[config.mk]
export PLATFORM = sky130hd
export DESIGN_NAME = uart_tx
export DESIGN_NICKNAME = d
export VERILOG_FILES = /design/src/rtl/uart_pkg.sv /design/src/rtl/uart_tx.sv
export SDC_FILE = /design/constraint.sdc
export NUM_CORES = 1
export LEC_CHECK = 0
export ABC_AREA = 1
export BUFFER_PORTS_ARGS = -buffer_cell sky130_fd_sc_hd__buf_2
export CORE_ASPECT_RATIO = 0.75
export CORE_MARGIN = 1.5
export CORE_UTILIZATION = 39
export CTS_BUF_LIST = sky130_fd_sc_hd__clkbuf_16
export DETAILED_ROUTE_END_ITERATION = 8
export PLACE_DENSITY_LB_ADDON = 0.3
export SETUP_SLACK_MARGIN = 0.3
export SLEW_MARGIN = 20
export SYNTH_ARGS = -nofsm -noshare
export SYNTH_HDL_FRONTEND = slang
export SYNTH_SLANG_ARGS = --single-unit
[constraint.sdc]
create_clock -name clk -period 2.95 [get_ports clk]
set_clock_uncertainty 0.05 [all_clocks]
set_input_delay 0.59 -clock clk [delete_from_list [all_inputs] [get_ports clk]]
set_output_delay 0.59 -clock clk [all_outputs]
set_load 0.02 [all_outputs]
[src/rtl/uart_pkg.sv]
// Shared UART definitions: FSM state encoding used by both transmitter and receiver,
// plus the idle line level.
package uart_pkg;

  typedef enum logic [2:0] {
    StIdle,
    StStart,
    StData,
    StParity,
    StStop
  } uart_state_e;

  localparam logic IDLE_LEVEL = 1'b1;

endpackage

[src/rtl/uart_tx.sv]
// UART transmitter: one-word holding register feeding a start/data/parity/stop shifter
// driven by the shared oversampling tick. txd comes straight from a flop.
module uart_tx
  import uart_pkg::*;
#(
  parameter int unsigned D_W        = 8,
  parameter int unsigned B_TICK     = 16,
  parameter int unsigned STOP_TICKS = 16,
  parameter int unsigned PAR_EN     = 0,
  parameter int unsigned PAR_ODD    = 0
) (
  input  logic           clk,
  input  logic           rst,
  input  logic           tick,
  input  logic [D_W-1:0] in_data,
  input  logic           in_valid,
  output logic           in_ready,
  output logic           txd,
  output logic           tx_busy,
  output logic           tx_done
);

  localparam int unsigned MaxTicks = (B_TICK > STOP_TICKS) ? B_TICK : STOP_TICKS;
  localparam int unsigned TW       = (MaxTicks > 1) ? $clog2(MaxTicks) : 1;
  localparam int unsigned BW       = (D_W > 1) ? $clog2(D_W) : 1;

  localparam logic [TW-1:0] BitLast  = TW'(B_TICK - 1);
  localparam logic [TW-1:0] StopLast = TW'(STOP_TICKS - 1);
  localparam logic [BW-1:0] DataLast = BW'(D_W - 1);
  localparam logic          ParEn    = (PAR_EN != 0);
  localparam logic          ParOdd   = (PAR_ODD != 0);

  uart_state_e    state_q, state_d;
  logic [TW-1:0]  tick_cnt_q, tick_cnt_d;
  logic [BW-1:0]  bit_cnt_q, bit_cnt_d;
  logic [D_W-1:0] shift_q, shift_d;
  logic           par_q, par_d;
  logic [D_W-1:0] hold_q, hold_d;
  logic           hold_full_q, hold_full_d;
  logic           txd_q, txd_d;
  logic           done_q, done_d;
  logic           accept;

  assign accept = in_valid & ~hold_full_q;

  always_comb begin
    state_d     = state_q;
    tick_cnt_d  = tick_cnt_q;
    bit_cnt_d   = bit_cnt_q;
    shift_d     = shift_q;
    par_d       = par_q;
    hold_d      = hold_q;
    hold_full_d = hold_full_q;
    done_d      = 1'b0;

    case (state_q)
      StIdle: begin
        // Loading is not tick-aligned: the start bit begins on the very next clock.
        if (hold_full_q) begin
          shift_d     = hold_q;
          par_d       = (^hold_q) ^ ParOdd;
          tick_cnt_d  = '0;
          bit_cnt_d   = '0;
          hold_full_d = 1'b0;
          state_d     = StStart;
        end
      end
      StStart: begin
        if (tick) begin
          if (tick_cnt_q == BitLast) begin
            tick_cnt_d = '0;
            state_d    = StData;
          end else begin
            tick_cnt_d = tick_cnt_q + 1'b1;
          end
        end
      end
      StData: begin
        if (tick) begin
          if (tick_cnt_q == BitLast) begin
            tick_cnt_d = '0;
            shift_d    = shift_q >> 1;
            if (bit_cnt_q == DataLast) begin
              bit_cnt_d = '0;
              state_d   = ParEn ? StParity : StStop;
            end else begin
              bit_cnt_d = bit_cnt_q + 1'b1;
            end
          end else begin
            tick_cnt_d = tick_cnt_q + 1'b1;
          end
        end
      end
      StParity: begin
        if (tick) begin
          if (tick_cnt_q == BitLast) begin
            tick_cnt_d = '0;
            state_d    = StStop;
          end else begin
            tick_cnt_d = tick_cnt_q + 1'b1;
          end
        end
      end
      StStop: begin
        if (tick) begin
          if (tick_cnt_q == StopLast) begin
            tick_cnt_d = '0;
            done_d     = 1'b1;
            state_d    = StIdle;
          end else begin
            tick_cnt_d = tick_cnt_q + 1'b1;
          end
        end
      end
      default: state_d = StIdle;
    endcase

    // A word accepted in the load cycle refills the holding register.
    if (accept) begin
      hold_d      = in_data;
      hold_full_d = 1'b1;
    end

    // Line level is registered from the next state so txd changes with the state flop.
    case (state_d)
      StStart:  txd_d = ~IDLE_LEVEL;
      StData:   txd_d = shift_d[0];
      StParity: txd_d = par_d;
      default:  txd_d = IDLE_LEVEL;
    endcase
  end

  always_ff @(posedge clk or negedge rst) begin
    if (!rst) begin
      state_q     <= StIdle;
      tick_cnt_q  <= '0;
      bit_cnt_q   <= '0;
      shift_q     <= '0;
      par_q       <= 1'b0;
      hold_q      <= '0;
      hold_full_q <= 1'b0;
      txd_q       <= IDLE_LEVEL;
      done_q      <= 1'b0;
    end else begin
      state_q     <= state_d;
      tick_cnt_q  <= tick_cnt_d;
      bit_cnt_q   <= bit_cnt_d;
      shift_q     <= shift_d;
      par_q       <= par_d;
      hold_q      <= hold_d;
      hold_full_q <= hold_full_d;
      txd_q       <= txd_d;
      done_q      <= done_d;
    end
  end

  assign in_ready = ~hold_full_q;
  assign txd      = txd_q;
  assign tx_busy  = (state_q != StIdle) | hold_full_q;
  assign tx_done  = done_q;

endmodule

# == Word level (Yosys, flattened, before mapping) ==
# Cells that the tools add are included.
# Widths: inputs -> output; s select.
# totals
register_bits,30
in_bits,12
word_cells,69
# op_classes
n_addsub,2
eq_ne,13
n_mux,32
n_bitwise,3
n_reduce_logical,9
# op_table
op,count
$mux 3,14
$mux 8,3
$pmux 8 s2,1
$pmux 3 s5,1
$eq 3x2->1 const B,4
$mux 4,3
$pmux 4 s2,1
$reduce_xor 8->1,1
$mux 1,7
$eq 3x1->1 const B,2
$eq 3x3->1 const B,2
$ne 2x2->1 const B,3
$pmux 3 s2,1
$reduce_bool 2->1,3
$add 4x1->4 const B,1
$eq 4x4->1 const B,1
$reduce_and 4->1,1
$reduce_or 4->1,1
$add 3x1->3 const B,1
$logic_not 3->1,1
$pmux 1 s3,1
$reduce_and 3->1,1
$reduce_bool 3->1,1
$ne 2x1->1 const B,1
3 further kinds,3

# == Longest topological paths before layout ==
# Gate-level depths: netlist (run 1).
# logic_depth
ltp_word,7
mapped_depth,10
ltp_nobuf,10

# == Worst setup path before layout (run 1) ==
# Ideal clock, no wire load.
# synth_timing
kind,reg-to-output
start,reg hold_full_q
end,out tx_busy
t_arrival_ns,0.790
t_required_ns,2.310
slack_ns,1.520
path_stages_with_launch,3
n_path_buf,0
path_cell_list,dfrtp_1 inv_1 nand3_2
# synth_between
elab_chain_len,1
# synth_lines
element,line,source
"start, declared",uart_tx.sv:39,"logic hold_full_q, hold_full_d;"
"start signal, assigned",uart_tx.sv:151,hold_full_q <= hold_full_d;
$or 1x1->1,uart_tx.sv:159,assign tx_busy = (state_q != StIdle) | hold_full_q;
"end, declared",uart_tx.sv:19,"output logic tx_busy,"
# No other way between the ends.

# == Final worst setup path (run 1) ==
# layout_timing
start,reg state_q[2]
end,out tx_busy
# layout_between
elab_chain_len,2
# layout_lines
element,line,source
"start, declared",uart_tx.sv:33,"uart_state_e state_q, state_d;"
"start signal, assigned",uart_tx.sv:135,state_q <= StIdle;
"start signal, assigned",uart_tx.sv:145,state_q <= state_d;
$reduce_bool 3->1,uart_tx.sv:159,
$or 1x1->1,uart_tx.sv:159,
# No other way between the ends.

==> results.json, run 1 <==
{
  "yosysWarnings": 0,
  "use_met1": 0.235,
  "synth_area_leaders": "dfrtp_1 42%, nand2_1 13%, inv_1 6.0%",
  "post-route-drc-count": 0,
  "numPortBuffers": 15,
  "ioPinCount": 16,
  "cts_made_buffers": 5,
  "cp_slowest_cell": "dfrtp_1",
  "die_w_um": 80.3,
  "clockBufferDepth": 2,
  "h-tree-depth": 2,
  "clkTransAtPathRegs_ns": 0.05,
  "hold_viol_final": 0,
  "fin_util": 0.478,
  "synth_fp_nets": 230,
  "nNetsFinal": 249,
  "cp.arrival_ns": 1.19,
  "core_mm2": 0.00418,
  "fin_crit_ns": 1.83,
  "cts_setup_buffers": 0,
  "rsz0062_at_grt": "false",
  "worst_ir_drop_vdd_mv": 0.473,
  "outcome": "complete, no violations",
  "synth-seq-cells": 30,
  "slew_viol_final": 0,
  "ys_types": 33,
  "wl_per_cell_um": 11.3,
  "finalSetupTns_ns": 0,
  "ys_seq_area_frac": 0.430,
  "startpoint_type": "flop",
  "cts_root_buf": "clkbuf_16",
  "fillers": 396,
  "crit_path_end_kind": "output pin",
  "power_leakage_uw": 0.00104,
  "cts-resized-gates": 0,
  "postLayoutSetupSlackWorst_ns": 1.12,
  "path_cells": "nor2_2 > nand3_2 > buf_2",
  "drv_cap": 0,
  "rr_worst_depth": 7,
  "clk-insertion-delay-late_ns": 0.28,
  "gr-usage-met2": 0.199,
  "via_per_inst": 4.70,
  "busiest_layer": "met1",
  "dpl.hpwl_um": 2420,
  "path_depth": 3,
  "worstMarginPinSlew_ns": 0.689,
  "cts_tree": "done",
  "cts_sinks": 30,
  "hold_path.class": "in2async",
  "final_cell_mix": "61 x nand2_1, 29 x inv_1, 29 x dfrtp_1",
  "first_iter_violations": 67,
  "grt_first_pass_wirelength_um": 5570,
  "num_antenna_cells": 0,
  "place.gp.congestion": 0.747,
  "avgSynthCellArea_um2": 8.13,
  "timing.final.crit_share": 0.620,
  "final_common_cell": "nand2_1",
  "gr-usage-met3": 0.0647,
  "grt_pass1_vias": 1151,
  "syn_area_mm2": 0.00175,
  "worstPathRequired_ns": 2.31,
  "critPathKind": "reg2out",
  "cp_max_fo": 4,
  "netlist.area_leader.share": 0.415,
  "initial_utilization": 0.418,
  "crit_buf_inv": 1,
  "drive_gt1_frac": 0.255,
  "syn2layout_area_growth_pct": 14.3,
  "regArea_um2": 752,
  "critPathTopFamily": "flip-flops",
  "dp_slack_ns": 1.24,
  "max_freq_mhz": 547,
  "synth_top_area_cell": "dfrtp_1",
  "whs_ns": 0.306,
  "netlist_instances": 215,
  "drt-total-wl_um": 3290,
  "vias": 1362,
  "dieHeight_um": 61.0,
  "grt_overflow_total": 0,
  "antenna_found_initial": 0,
  "drtAntennaViolNets": 0,
  "rows": 20,
  "powerDensity_mw_per_mm2": 1010,
  "drtPass1Iterations": 4,
  "cpPeakStageDelay_ns": 0.42,
  "postCtsHoldBufs": 0,
  "grt_max_degree": 31,
  "track_usage": 0.159,
  "setup_viol_count_final": 0,
  "relSlewSlack": 0.541,
  "multiInputGateArea_um2": 830,
  "dieArea_mm2": 0.00490
}
power by group:
group / internal, µW / switching [µW] / leakage (µW)
logic: 309 / 500 / 0.000616
registers: 579 / 153 / 0.000356
clock network: 304 / 177 / 0.0000724
total: 1190 / 830 / 0.00104
per-layer routing:
metal	wire, µm	part of all wire
met5	0	0
met4	59	0.018
met3	188	0.057
met2	1250	0.38
met1	1800	0.55
path summary, 6_finish.rpt:
| check | from | endpoint | slack [ns] |
|---|---|---|---|
| setup / recovery | state_q[2] | tx_busy | 1.12 |
| hold / removal | rst | shift_q[7] | 0.31 |
| setup reg to reg | tick_cnt_q[0] | bit_cnt_q[0] | 1.22 |
| hold reg to reg | hold_full_q | hold_full_q | 0.46 |
| max in group asynchronous | rst | hold_q[1] | 2.10 |
| min in group clk | hold_full_q | hold_full_q | 0.46 |
synth_stat cells:
master	instances
a21boi_1	1
nand3_1	7
nand2_4	3
nand2_1	61
o21ai_0	4
inv_2	8
a211oi_1	1
nand4_1	1
a21oi_2	2
a32o_1	1
nand2_2	4
dfstp_2	1
a21oi_1	8
o21ai_4	1
dfrtp_1	29
buf_6	1
buf_2	1
a22oi_1	6
o21ai_1	3
xor2_1	1
or2_1	1
nand3_2	4
nand3_4	1
o22ai_2	1
nor2_1	16
xnor2_1	1
nand3b_1	1
o21ai_2	10
inv_1	28
ha_1	3
nor2_2	3
nor3_4	1
buf_8	1
stage by stage:
step           std cells  instance area (µm²)  total power, µW
3_3_place_gp         282                 1860             1540
3_5_place_dp         282                 1860             1550
6_report             290                 2000             2020
5_1_grt              290                 2000             2200
2_1_floorplan        215                 1750             1390
4_1_cts              290                 2000             2040
cell families (layout without fill, tap and decap cells):
group | count (synthesis) | count (layout) | synth area share
xor gates and xnor gates | 2 | 2 | 0.0100
and+or+nand+nor | 103 | 103 | 0.283
DFF | 30 | 30 | 0.430
AOI/OAI and AO/OA | 38 | 38 | 0.160
buffers and inverters | 39 | 59 | 0.0952
adders and majority gates | 3 | 3 | 0.0215
layout make-up:
type | count | area share
well taps | 55 | 0.0344
clock inverters | 3 | 0.00626
clock buffers | 5 | 0.0626
repair buffers | 15 | 0.0376
inverters | 36 | 0.0676
multi-input cells | 146 | 0.415
flip-flops and latches | 30 | 0.376
flip-flops by register name, summed over array words and instances, names as in the netlist, 3 cells and up:
register,count
state_q,3
bit_cnt_q,3
tick_cnt_q,4
hold_q,8
shift_q,8
Note: power is estimated with default switching activity, not from simulation.
==> run 2, diff against run 1 <==
clock period = 1.85 ns   (was 2.95 ns; I/O delays follow)
==> results.json, run 2 (synthesis results as in run 1) <==
{
  "drv_cap": 0,
  "worstPathRequired_ns": 1.96,
  "dpl.hpwl_um": 2410,
  "dieHeight_um": 61.0,
  "crit_path_end_kind": "flop",
  "cts_tree": "done",
  "grt_pass1_vias": 1285,
  "drtAntennaViolNets": 0,
  "final_cell_mix": "61 x nand2_1, 29 x inv_1, 26 x dfrtp_1",
  "track_usage": 0.166,
  "syn2layout_area_growth_pct": 21.0,
  "nNetsFinal": 259,
  "top_regs": "hold_q (8), shift_q (8), tick_cnt_q (4)",
  "dieArea_mm2": 0.00490,
  "clk-insertion-delay-late_ns": 0.27,
  "postCtsHoldBufs": 0,
  "max_freq_mhz": 671,
  "final_common_cell": "nand2_1",
  "via_per_inst": 4.69,
  "hold_viol_final": 0,
  "setup_viol_count_final": 0,
  "rows": 20,
  "grt_first_pass_wirelength_um": 5920,
  "place.gp.congestion": 0.805,
  "vias": 1408,
  "relSlewSlack": 0.539,
  "cp_max_fo": 7,
  "drt-total-wl_um": 3470,
  "power_uw": 3380,
  "grt_overflow_total": 0,
  "h-tree-depth": 2,
  "clockBufferDepth": 2,
  "hold_path.class": "in2async",
  "core_mm2": 0.00418,
  "outcome": "complete, no violations",
  "cts_made_buffers": 5,
  "fin_util": 0.506,
  "power_leakage_uw": 0.00110,
  "post-route-drc-count": 0,
  "r2r_slack_ns": 0.36,
  "postLayoutSetupSlackWorst_ns": 0.360,
  "startpoint_type": "flop",
  "rsz0062_at_grt": "false",
  "drtPass1Iterations": 4,
  "dp_slack_ns": 0.234,
  "timing.final.crit_share": 0.805,
  "cts_sinks": 30,
  "powerDensity_mw_per_mm2": 1600,
  "slew_viol_final": 0,
  "cts_root_buf": "clkbuf_16",
  "finalSetupTns_ns": 0,
  "die_w_um": 80.3,
  "antenna_found_initial": 0,
  "ioPinCount": 16,
  "initial_utilization": 0.418,
  "finish.instance_area_mm2": 0.00212,
  "critPathKind": "reg2reg",
  "cp.arrival_ns": 1.60,
  "first_iter_violations": 104,
  "clkTransAtPathRegs_ns": 0.05,
  "worstMarginPinSlew_ns": 0.691,
  "numPortBuffers": 15,
  "fin_crit_ns": 1.49,
  "grt_max_degree": 31,
  "drive_gt1_frac": 0.302,
  "wl_per_cell_um": 11.6,
  "num_antenna_cells": 0,
  "placed_area_mm2": 0.00188,
  "worst_ir_drop_vdd_mv": 0.623
}
[run 2: path summary, 6_finish.rpt]
kind / start / end / depth (start not counted)
hold reg to reg: shift_q[6] / shift_q[5] / 2
setup / recovery: tick_cnt_q[0] / shift_q[7] / 7
min in group clk: in_valid / hold_full_q / 3
max in group asynchronous: rst / state_q[1] / 1
setup reg to reg: tick_cnt_q[0] / shift_q[7] / 7
hold / removal: rst / bit_cnt_q[0] / 1
[run 2: area by class of cell]
type,count,area [µm²]
fill,414,2060
multi-input combinational,146,862
sequential,30,756
timing repair buffer,25,156
inverter,36,135
clock buffer,5,125
tap,55,68.8
clock inverter,3,12.5
[run 2: worst max-delay path, stage by stage (launching register included)]
cell and delay [ns]:
dfrtp_1 0.40, ha_4 0.16, nand3_2 0.11, inv_2 0.12
nand2_4 0.10, o21ai_4 0.15, buf_4 0.20, o22ai_2 0.07
[run 2: per-stage QoR]
step	cells	hold slack, ns
after floorplan	215	0.0244
after global placement	284	0.405
after detailed placement	284	0.414
after CTS	293	0.121
after global routing	300	0.149
final	300	0.0924
[run 2: timing repair]
item                       in CTS  in global routing
pin swaps                       1                  2
buffers inserted                1                  7
gates resized for setup         1                 10
setup endpoints to repair       8                 12
cloned                          0                  0
[run 2: report_power, final]
group	leakage, µW	total [µW]	switching (µW)	internal (µW)
clock	0.0000724	764	279	485
combinational	0.000677	1450	848	604
sequential	0.000352	1170	242	926
total	0.00110	3380	1370	2010
[run 2: per-layer routing]
layer / vias to the layer above / track usage / part of all wire
met4: 0 / 0.0739 / 0.019
met5: - / 0 / 0
met3: 7 / 0.0451 / 0.031
li1: 738 / - / -
met2: 20 / 0.234 / 0.41
met1: 643 / 0.237 / 0.53
